`config.mk`:
```
export PLATFORM = sky130hd
export DESIGN_NAME = wb_slave_decoder
export DESIGN_NICKNAME = d
export VERILOG_FILES = /design/src/rtl/wb_slave_decoder.sv
export SDC_FILE = /design/constraint.sdc
export NUM_CORES = 1
export LEC_CHECK = 0
export ABC_AREA = 1
export ABC_CLOCK_PERIOD_IN_PS = 3700
export CORE_AREA = 2 2 126 128
export CTS_BUF_LIST = sky130_fd_sc_hd__clkbuf_16
export CTS_CLUSTER_SIZE = 28
export DETAILED_ROUTE_END_ITERATION = 7
export DIE_AREA = 0 0 128 130
export MAX_ROUTING_LAYER = met4
export PLACE_DENSITY_LB_ADDON = 0.3
export SLEW_MARGIN = 0
export SYNTH_ARGS = -nofsm -noshare
export SYNTH_HDL_FRONTEND = slang
export SYNTH_SLANG_ARGS = --single-unit
export TNS_END_PERCENT = 50
```
`constraint.sdc`:
```
create_clock -name wb_clk_i -period 3.7 [get_ports wb_clk_i]
set_input_delay 0.74 -clock wb_clk_i [delete_from_list [all_inputs] [get_ports wb_clk_i]]
set_output_delay 0.74 -clock wb_clk_i [all_outputs]
set_load 0.05 [all_outputs]
```
`src/rtl/wb_slave_decoder.sv`:
```
// ---------------------------------------------------------------------------
// wb_slave_decoder
//
// This block sits downstream of the EPB-to-Wishbone bridge. It takes the
// bridge's single-cycle request pulse and latches the whole request. It then
// decodes the address to one of NUM_SLAVES slave ports. The cycle is held
// toward that slave until one of three things happens: the slave acks, the
// slave errs, or the timeout expires. The bridge then gets a single-cycle ack
// or err together with registered read data.
//
// Ports
//   wb_clk_i, wb_rst_i : clock and synchronous active-high reset
//   wbs_*_i / wbs_*_o  : upstream (bridge) side; request in, ack/err/data out
//   wbm_*_o / wbm_*_i  : downstream side; one-hot cyc/stb plus shared
//                        we/sel/adr/dat out; per-slave data/ack/err in
//   timeout_o          : pulses together with an err that a timeout caused
//   req_dropped_o      : sticky flag, set by a request that arrives while busy
// ---------------------------------------------------------------------------
module wb_slave_decoder #(
  parameter int unsigned BUS_ADDR_WIDTH = 32,
  parameter int unsigned BUS_DATA_WIDTH = 32,
  parameter int unsigned NUM_SLAVES     = 4,
  parameter logic [NUM_SLAVES*BUS_ADDR_WIDTH-1:0] SLAVE_BASE =
    {32'h0003_0000, 32'h0002_0000, 32'h0001_0000, 32'h0000_0000},
  parameter logic [NUM_SLAVES*BUS_ADDR_WIDTH-1:0] SLAVE_MASK =
    {4{32'hFFFF_0000}},
  parameter int unsigned TIMEOUT        = 1023
) (
  input  logic                               wb_clk_i,
  input  logic                               wb_rst_i,
  // bridge side
  input  logic                               wbs_cyc_i,
  input  logic                               wbs_stb_i,
  input  logic                               wbs_we_i,
  input  logic [3:0]                         wbs_sel_i,
  input  logic [BUS_ADDR_WIDTH-1:0]          wbs_adr_i,
  input  logic [BUS_DATA_WIDTH-1:0]          wbs_dat_i,
  output logic [BUS_DATA_WIDTH-1:0]          wbs_dat_o,
  output logic                               wbs_ack_o,
  output logic                               wbs_err_o,
  // slave side
  output logic [NUM_SLAVES-1:0]              wbm_cyc_o,
  output logic [NUM_SLAVES-1:0]              wbm_stb_o,
  output logic                               wbm_we_o,
  output logic [3:0]                         wbm_sel_o,
  output logic [BUS_ADDR_WIDTH-1:0]          wbm_adr_o,
  output logic [BUS_DATA_WIDTH-1:0]          wbm_dat_o,
  input  logic [NUM_SLAVES*BUS_DATA_WIDTH-1:0] wbm_dat_i,
  input  logic [NUM_SLAVES-1:0]              wbm_ack_i,
  input  logic [NUM_SLAVES-1:0]              wbm_err_i,
  // status
  output logic                               timeout_o,
  output logic                               req_dropped_o
);

  localparam int unsigned CNT_W = $clog2(TIMEOUT + 1);

  typedef enum logic [1:0] {
    ST_IDLE = 2'd0,
    ST_WAIT = 2'd1,
    ST_RESP = 2'd2
  } state_e;

  state_e                     state_q;
  logic [CNT_W-1:0]           cnt_q;
  logic [NUM_SLAVES-1:0]      cyc_q;
  logic                       we_q;
  logic [3:0]                 sel_q;
  logic [BUS_ADDR_WIDTH-1:0]  adr_q;
  logic [BUS_DATA_WIDTH-1:0]  wdat_q;
  logic [BUS_DATA_WIDTH-1:0]  rdat_q;
  logic                       ack_q;
  logic                       err_q;
  logic                       timeout_q;
  logic                       dropped_q;

  logic                       req;
  logic                       hit_found;
  logic [NUM_SLAVES-1:0]      hit_oh;
  logic                       slv_ack;
  logic                       slv_err;
  logic [BUS_DATA_WIDTH-1:0]  slv_rdata;
  logic                       timeout_hit;

  assign req = wbs_cyc_i & wbs_stb_i;

  // Priority address decode. Scanning upward, only the first matching slave
  // is taken, so the lowest index wins when windows overlap.
  always_comb begin
    hit_found = 1'b0;
    hit_oh    = '0;
    for (int i = 0; i < int'(NUM_SLAVES); i++) begin
      if (!hit_found &&
          ((wbs_adr_i & SLAVE_MASK[i*BUS_ADDR_WIDTH +: BUS_ADDR_WIDTH]) ==
           SLAVE_BASE[i*BUS_ADDR_WIDTH +: BUS_ADDR_WIDTH])) begin
        hit_found = 1'b1;
        hit_oh[i] = 1'b1;
      end
    end
  end

  // cyc_q is one-hot while in WAIT. Masking with it selects the addressed
  // slave's ack/err/data and ignores every other slave.
  assign slv_ack = |(wbm_ack_i & cyc_q);
  assign slv_err = |(wbm_err_i & cyc_q);

  always_comb begin
    slv_rdata = '0;
    for (int i = 0; i < int'(NUM_SLAVES); i++) begin
      if (cyc_q[i]) slv_rdata = wbm_dat_i[i*BUS_DATA_WIDTH +: BUS_DATA_WIDTH];
    end
  end

  assign timeout_hit = (cnt_q == CNT_W'(TIMEOUT - 1));

  // NOTE: state uses non-blocking assignments so that every register samples
  // values from before the edge, whatever order the statements appear in.
  always_ff @(posedge wb_clk_i) begin
    if (wb_rst_i) begin
      // NOTE: the latched request is reset as well, because those registers
      // drive ports that must read 0 out of reset.
      state_q   <= ST_IDLE;
      cnt_q     <= '0;
      cyc_q     <= '0;
      we_q      <= 1'b0;
      sel_q     <= '0;
      adr_q     <= '0;
      wdat_q    <= '0;
      rdat_q    <= '0;
      ack_q     <= 1'b0;
      err_q     <= 1'b0;
      timeout_q <= 1'b0;
      dropped_q <= 1'b0;
    end else begin
      // Response flags are single-cycle pulses.
      ack_q     <= 1'b0;
      err_q     <= 1'b0;
      timeout_q <= 1'b0;

      if (req && state_q != ST_IDLE) dropped_q <= 1'b1;

      case (state_q)
        ST_IDLE: begin
          if (req) begin
            adr_q  <= wbs_adr_i;
            wdat_q <= wbs_dat_i;
            sel_q  <= wbs_sel_i;
            we_q   <= wbs_we_i;
            cnt_q  <= '0;
            if (hit_found) begin
              cyc_q   <= hit_oh;
              state_q <= ST_WAIT;
            end else begin
              err_q   <= 1'b1;
              rdat_q  <= '0;
              state_q <= ST_RESP;
            end
          end
        end

        ST_WAIT: begin
          // Precedence: slave err, then slave ack, then timeout.
          if (slv_err) begin
            err_q   <= 1'b1;
            rdat_q  <= '0;
            cyc_q   <= '0;
            state_q <= ST_RESP;
          end else if (slv_ack) begin
            ack_q   <= 1'b1;
            rdat_q  <= slv_rdata;
            cyc_q   <= '0;
            state_q <= ST_RESP;
          end else if (timeout_hit) begin
            err_q     <= 1'b1;
            timeout_q <= 1'b1;
            rdat_q    <= '0;
            cyc_q     <= '0;
            state_q   <= ST_RESP;
          end else if (cnt_q != '1) begin
            cnt_q <= cnt_q + CNT_W'(1);
          end
        end

        ST_RESP: state_q <= ST_IDLE;

        default: state_q <= ST_IDLE;
      endcase
    end
  end

  assign wbm_cyc_o     = cyc_q;
  assign wbm_stb_o     = cyc_q;
  assign wbm_we_o      = we_q;
  assign wbm_sel_o     = sel_q;
  assign wbm_adr_o     = adr_q;
  assign wbm_dat_o     = wdat_q;
  assign wbs_dat_o     = rdat_q;
  assign wbs_ack_o     = ack_q;
  assign wbs_err_o     = err_q;
  assign timeout_o     = timeout_q;
  assign req_dropped_o = dropped_q;

endmodule

```
==> out/results.tsv, run 1 <==
metric	value	unit
CTS Hold Bufs	0	
Final HPWL DP	15500	um
PwrDens	416	nW/um^2
die height	130	um
critical path capture point type	primary output	
pin count of the biggest net entering global routing	76	
port bufs	321	
grt total ovfl	0	
RSZ-0062 raised after global routing	false	
Syn Std Cell Area	6120	sq um
postcts setup bufs	0	
Synth area leaders	dfxtp_1, nor2_1, nand2_1	
share of cells above drive strength 1	13.3	%
Synth area leader	dfxtp_1	
Largest delay share family, worst path	buffers and inverters	
post-synthesis simple-gate area fraction	34.6	%
WP data required	2960	ps
Hold Slack	466	ps
Tmin final	2980	ps
# setup viols final	0	
post-synthesis xor/xnor area fraction	0.572	%
Worst Path Buf+Inv	1	
TritonCTS clock tree	built	
Peak Freq	335	MHz
Critical Path AT	2240	ps
adder and majority cell fraction of the synthesized area	0.409	%
largest family of logic cells by synthesized area	simple AND/OR/NAND/NOR gates	
Post-route DRC	0	
CP Class	register to primary output	
Period Utilization, post-route	80.6	%
htree depth	4	
row count	46	
area fraction in compound gates after synthesis	17.8	%
CTS root buf	clkbuf_16	
Synth top area share	39.6	%
Antenna Cells	0	
Post-Route Setup TNS	0	ps
Synth Instances	863	
top-count cell post-synth	nor2_1	
Overall Global Routing Usage	26.1	%
Pre-antenna DRT Iters	5	
initial DRC count	358	
proportion of synthesized area in mux cells	0	%
initial antenna violation count	0	
mean area per synthesized cell	7.09	sq um
VDD IR max	0.294	mV
CTS max path bufs	2	
Post-synth ARST share	0	%
ordered cell list for the critical path	clkdlybuf4s50_1	
post-route ant nets	0	
via count	6789	
slew margin rel.	41.8	%
TritonCTS Sinks	121	
final max-slew violation count	0	
Die W	128	um
worst-path fanout max	19	
#FFs+latches synth	121	
Clock Latency Late Sink	420	ps
WL/cell	15.6	um
first-pass GRT wire length	32600	um
Power Total	4180	uW
CORE AREA	15400	sq um
Initial Utilization	39.7	%
leakage power	0.00386	uW
clock-pin slew on the worst setup and hold paths	60	ps
Worst Tran Pin Value	872	ps
IO Count	322	
final-layout fill cell count	1361	
final net count	1364	
MaxCap Viol Count	0	
Num CTS Buffers	17	
Startpoint Class	register	
Primary FF master, synth	dfxtp_1	
cts repair resizes	0	
CP max stage delay	950	ps
outcome	complete, no violations	
DIE AREA	16600	sq um
post-synthesis net count	1074	
post-synthesis sequential area ratio	39.6	%
Post-synth EDFFs	0	
number of vias per cell	5.00	
post-synthesis cell type count	39	
area grow syn2layout	63.9	%
Placer Congestion	0.856	
Max Clock Skew	10.2	ps
Worst Hold Class	register to register	
top post-synthesis cells by count	nor2_1, nand2_1, dfxtp_1	
Fin. Hold Viols	0	
drt total wl	21200	um
Slowest-stage cell, CP	clkdlybuf4s50_1	
number of global-route vias before repair	6381	
synthesis warning total	0	
-- placed cells by master, fill, tap and decap left out, drive strengths merged, types with 2 or more instances in the layout --
master         count
a21oi             84
buf               13
bufinv             8
clkbuf            17
clkdlybuf4s50    320
clkinv             5
clkinvlp           2
dfxtp            121
ha                 2
inv               20
nand2            163
nand3             63
nand4              4
nor2             202
nor3               2
nor4               2
o21ai             98
o21bai             2
o31ai              6
or2               25
xnor2              2
xor2               2
-- path summary, 6_finish.rpt --
kind / from / end / slack, ps / depth (start not counted)
max reg2reg: wbm_cyc_o[0] / wbs_dat_o[31] / 1410 / 7
min reg2reg: wbs_dat_o[2] / wbs_dat_o[2] / 470 / 2
min: wbs_dat_o[2] / wbs_dat_o[2] / 470 / 2
max: wbm_cyc_o[0] / wbm_stb_o[0] / 720 / 1
-- state kept, by name, indices dropped and copies added (netlist names) --
name and flops:
req_dropped_o 1, wbs_err_o 1, state_q 2, wbs_dat_o 32
timeout_o 1, cnt_q 10, wbm_adr_o 32, wbm_dat_o 32
wbm_we_o 1, wbm_sel_o 4, wbm_cyc_o 4, wbs_ack_o 1
-- layout make-up --
type / count / area (sq um) / area share [%]
clock buffer: 17 / 425 / 4.24
clock inverter: 15 / 280 / 2.80
inverter: 20 / 77.6 / 0.774
multi-input combinational: 660 / 3270 / 32.6
sequential: 121 / 2420 / 24.2
tap: 192 / 240 / 2.40
timing repair buffer: 333 / 3310 / 33.0
-- kinds of logic (layout without fill, tap and decap cells) --
kind of cell / after synthesis / count (layout)
DFF: 121 / 121
adders and majority gates: 2 / 2
xor gates and xnor gates: 4 / 4
buffers and inverters: 82 / 385
AOI/OAI and AO/OA: 191 / 191
and+or+nand+nor: 463 / 463
-- routing by layer --
metal / vias up / track usage [%] / routed length [um]
met3: 70 / 7.09 / 1490
met2: 282 / 43.4 / 10400
li1: 3401 / - / -
met1: 3036 / 28.6 / 8240
met5: - / - / 0
met4: 0 / 13.8 / 1030
-- through the flow --
step	cell area (sq um)	util (%)	worst slack (ps)	cells
after global routing	10000	65.0	661	1358
after floorplan	6120	-	1920	863
after CTS	10000	65.0	698	1358
after global placement	9320	60.4	1030	1326
after detailed placement	9320	60.4	958	1326
final	10000	65.0	717	1358
-- report_power, final --
group | switching, uW | total (uW) | internal [uW]
Sequential | 30.2 | 1390 | 1360
Clock | 584 | 1970 | 1390
Combinational | 446 | 810 | 364
(Power assumes the default switching activity.)
==> run 2: changes to the inputs <==
ABC_CLOCK_PERIOD_IN_PS = 2700   (was 3700)
CORE_AREA = default   (was 2 2 126 128)
CORE_MARGIN = 2   (was default)
CORE_UTILIZATION = 36   (was default)
DIE_AREA = default   (was 0 0 128 130)
clock period = 2.7 ns   (was 3.7 ns; I/O delays follow)
==> run 2 against run 1 <==
Wire length is 0.15% higher. Setup slack lost 340 ps. Count of clock-buffer cells in the layout did not move. Sequential share of layout area about the same. Clock skew fell by 5.7 ps. Die area up 8.5%. Global-route usage shrank 2.0 points. First-iteration DRC count is 6.1% lower. Register-to-register slack lost 700 ps. Via count shrank 0.32%. Combinational power grew 38%. Worst hold slack worse by 5.8 ps. Largest cell class unchanged.
==> out/results.tsv, run 2 (same netlist as run 1, synthesis figures left out) <==
metric	value	unit	change
outcome	complete, no violations		
Largest delay share family, worst path	buffers and inverters		
CP Class	register to primary output		
Worst Path Buf+Inv	1		unchanged
CP max stage delay	870	ps	-80 ps
share of cells above drive strength 1	13.7	%	+0.42 points
TritonCTS clock tree	built		
Hold Path Origin	wbs_dat_o[4]		
leakage power	0.00385	uW	-0.38%
internal power	3790	uW	+22%
IO Count	322		unchanged
number of vias per cell	4.88		-2.4%
Placer Congestion	0.872		+1.8%
area grow syn2layout	63.7	%	
CTS Hold Bufs	0		unchanged
Max Clock Skew	4.48	ps	-5.74 ps
CORE AREA	16600	sq um	+7.5%
slew margin rel.	45.5	%	+3.8 points
postcts setup bufs	0		unchanged
worst hold path stage count	2		unchanged
WL/cell	15.3	um	-1.9%
MaxCap Viol Count	0		unchanged
DIE AREA	18100	sq um	+8.5%
htree depth	4		unchanged
Final HPWL DP	15500	um	-0.15%
CTS root buf	clkbuf_16		
critical path capture point type	primary output		
Sw Ratio	27.3	%	+1.9 points
VDD IR max	0.463	mV	+58%
cts repair resizes	0		unchanged
commonest non-fill, non-tap cell in the layout	clkdlybuf4s50_1		
reg2reg path depth	5		-2
CTS max path bufs	2		unchanged
Crit path depth	1		unchanged
post-route ant nets	0		unchanged
Fin. Hold Viols	0		unchanged
worst-path fanout max	7		-12
Hold EP	wbs_dat_o[4]		
R2R Path End	wbs_dat_o[12]		
Flop pwr share	36.7	%	+3.4 points
Post-Route Setup TNS	0	ps	unchanged
Reg2Reg Setup Slack	710	ps	-700 ps
port bufs	321		unchanged
Clock Latency Late Sink	410	ps	about the same
clock-pin slew on the worst setup and hold paths	50	ps	about the same
share of total power in the clock network	41.8	%	-5.5 points
# setup viols final	0		unchanged
number of global-route vias before repair	6488		+1.7%
Worst Hold Class	register to register		
Period Utilization, post-route	86.2	%	
Finished Core Util	60.4	%	-4.6 points
Initial Utilization	36.9	%	-2.8 points
pin count of the biggest net entering global routing	76		unchanged
WP data required	2160	ps	-800 ps
Overall Global Routing Usage	24.0	%	-2.0 points
initial antenna violation count	0		unchanged
TritonCTS Sinks	121		unchanged
final net count	1367		+0.22%
grt total ovfl	0		unchanged
Die W	134	um	+5.0%
NetSw	1420	uW	+34%
row count	47		+2.2%
first-pass GRT wire length	33200	um	+1.8%
Pre-antenna DRT Iters	4		-1
Antenna Cells	0		unchanged
Worst Tran Pin Value	816	ps	-56.2 ps
ordered cell list for the critical path	clkdlybuf4s50_1		
RSZ-0062 raised after global routing	false		
Seq. cell area	2420	sq um	unchanged
Critical Path AT	1790	ps	-450 ps
highest-count cells in the layout ignoring fill and taps	clkdlybuf4s50_1, nor2_1, nand2_1		
final-layout fill cell count	1540		+13%
Peak Freq	430	MHz	
Reg2Reg Launch Point	wbm_cyc_o[2]		
Slowest-stage cell, CP	clkdlybuf4s50_1		
Num CTS Buffers	17		unchanged
drt total wl	21200	um	+0.15%
combinational share of power	21.6	%	+2.2 points
final max-slew violation count	0		unchanged
multi-input combinational cell area	3270	sq um	unchanged
Tmin final	2330	ps	
die height	134	um	+3.4%
Post-route DRC	0		unchanged
initial DRC count	336		-6.1%
via count	6767		-0.32%
PwrDens	521	nW/um^2	+25%
Startpoint Class	register		
-- run 2: cell count changes in the layout (fill, tap and decap cells not counted) --
cell             previous run  this run
clkdlybuf4s50_1           320       314
clkinv_1                    3         5
bufinv_16                   8         3
clkinv_2                    1         3
buf_4                      11        13
clkinv_4                    1         0
buf_12                      1         8
-- run 2: routing by layer --
metal	part of all wire [%]	vias to the layer above	track usage, %
li1	-	3401	-
met1	42	3026	28.2
met2	47	269	38.2
met3	6.0	71	5.56
met4	5.1	0	13.0
met5	0	-	-
-- run 2: how the worst max path moves through the flow --
stage	start	slack, ps	to
finish	wbm_cyc_o[3]	370	wbm_cyc_o[3]
global route	wbm_cyc_o[3]	300	wbm_cyc_o[3]
CTS	wbm_cyc_o[3]	330	wbm_cyc_o[3]
detailed placement	wbs_adr_i[30]	410	wbs_dat_o[12]
global placement	wbs_adr_i[30]	440	wbs_dat_o[31]
floorplan	wbm_cyc_o[2]	930	wbs_dat_o[30]
-- run 2: power by group through the flow --
stage | clock network, uW | logic [uW] | registers, uW
after detailed placement | 0 | 1130 | 1950
after global placement | 0 | 1120 | 1950
after CTS | 2230 | 1130 | 1910
after floorplan | 0 | 334 | 2210
after global routing | 2320 | 1210 | 1920
final | 2180 | 1120 | 1910
-- run 2: area by class of cell --
cell class	count	area share, %
multi-input combinational	660	32.6
clock inverter	13	1.39
sequential	121	24.2
tap	220	2.75
timing repair buffer	336	34.0
inverter	20	0.775
clock buffer	17	4.25
-- run 2: through the flow --
step	hold WS [ps]	worst slack [ps]	power, uW	std cells	cell area (sq um)
finish	460	374	5220	1387	10000
global route	476	304	5440	1387	10000
detailed placement	451	413	3080	1357	9450
CTS	459	333	5280	1387	10000
global placement	450	441	3070	1357	9450
floorplan	469	928	2540	863	6120
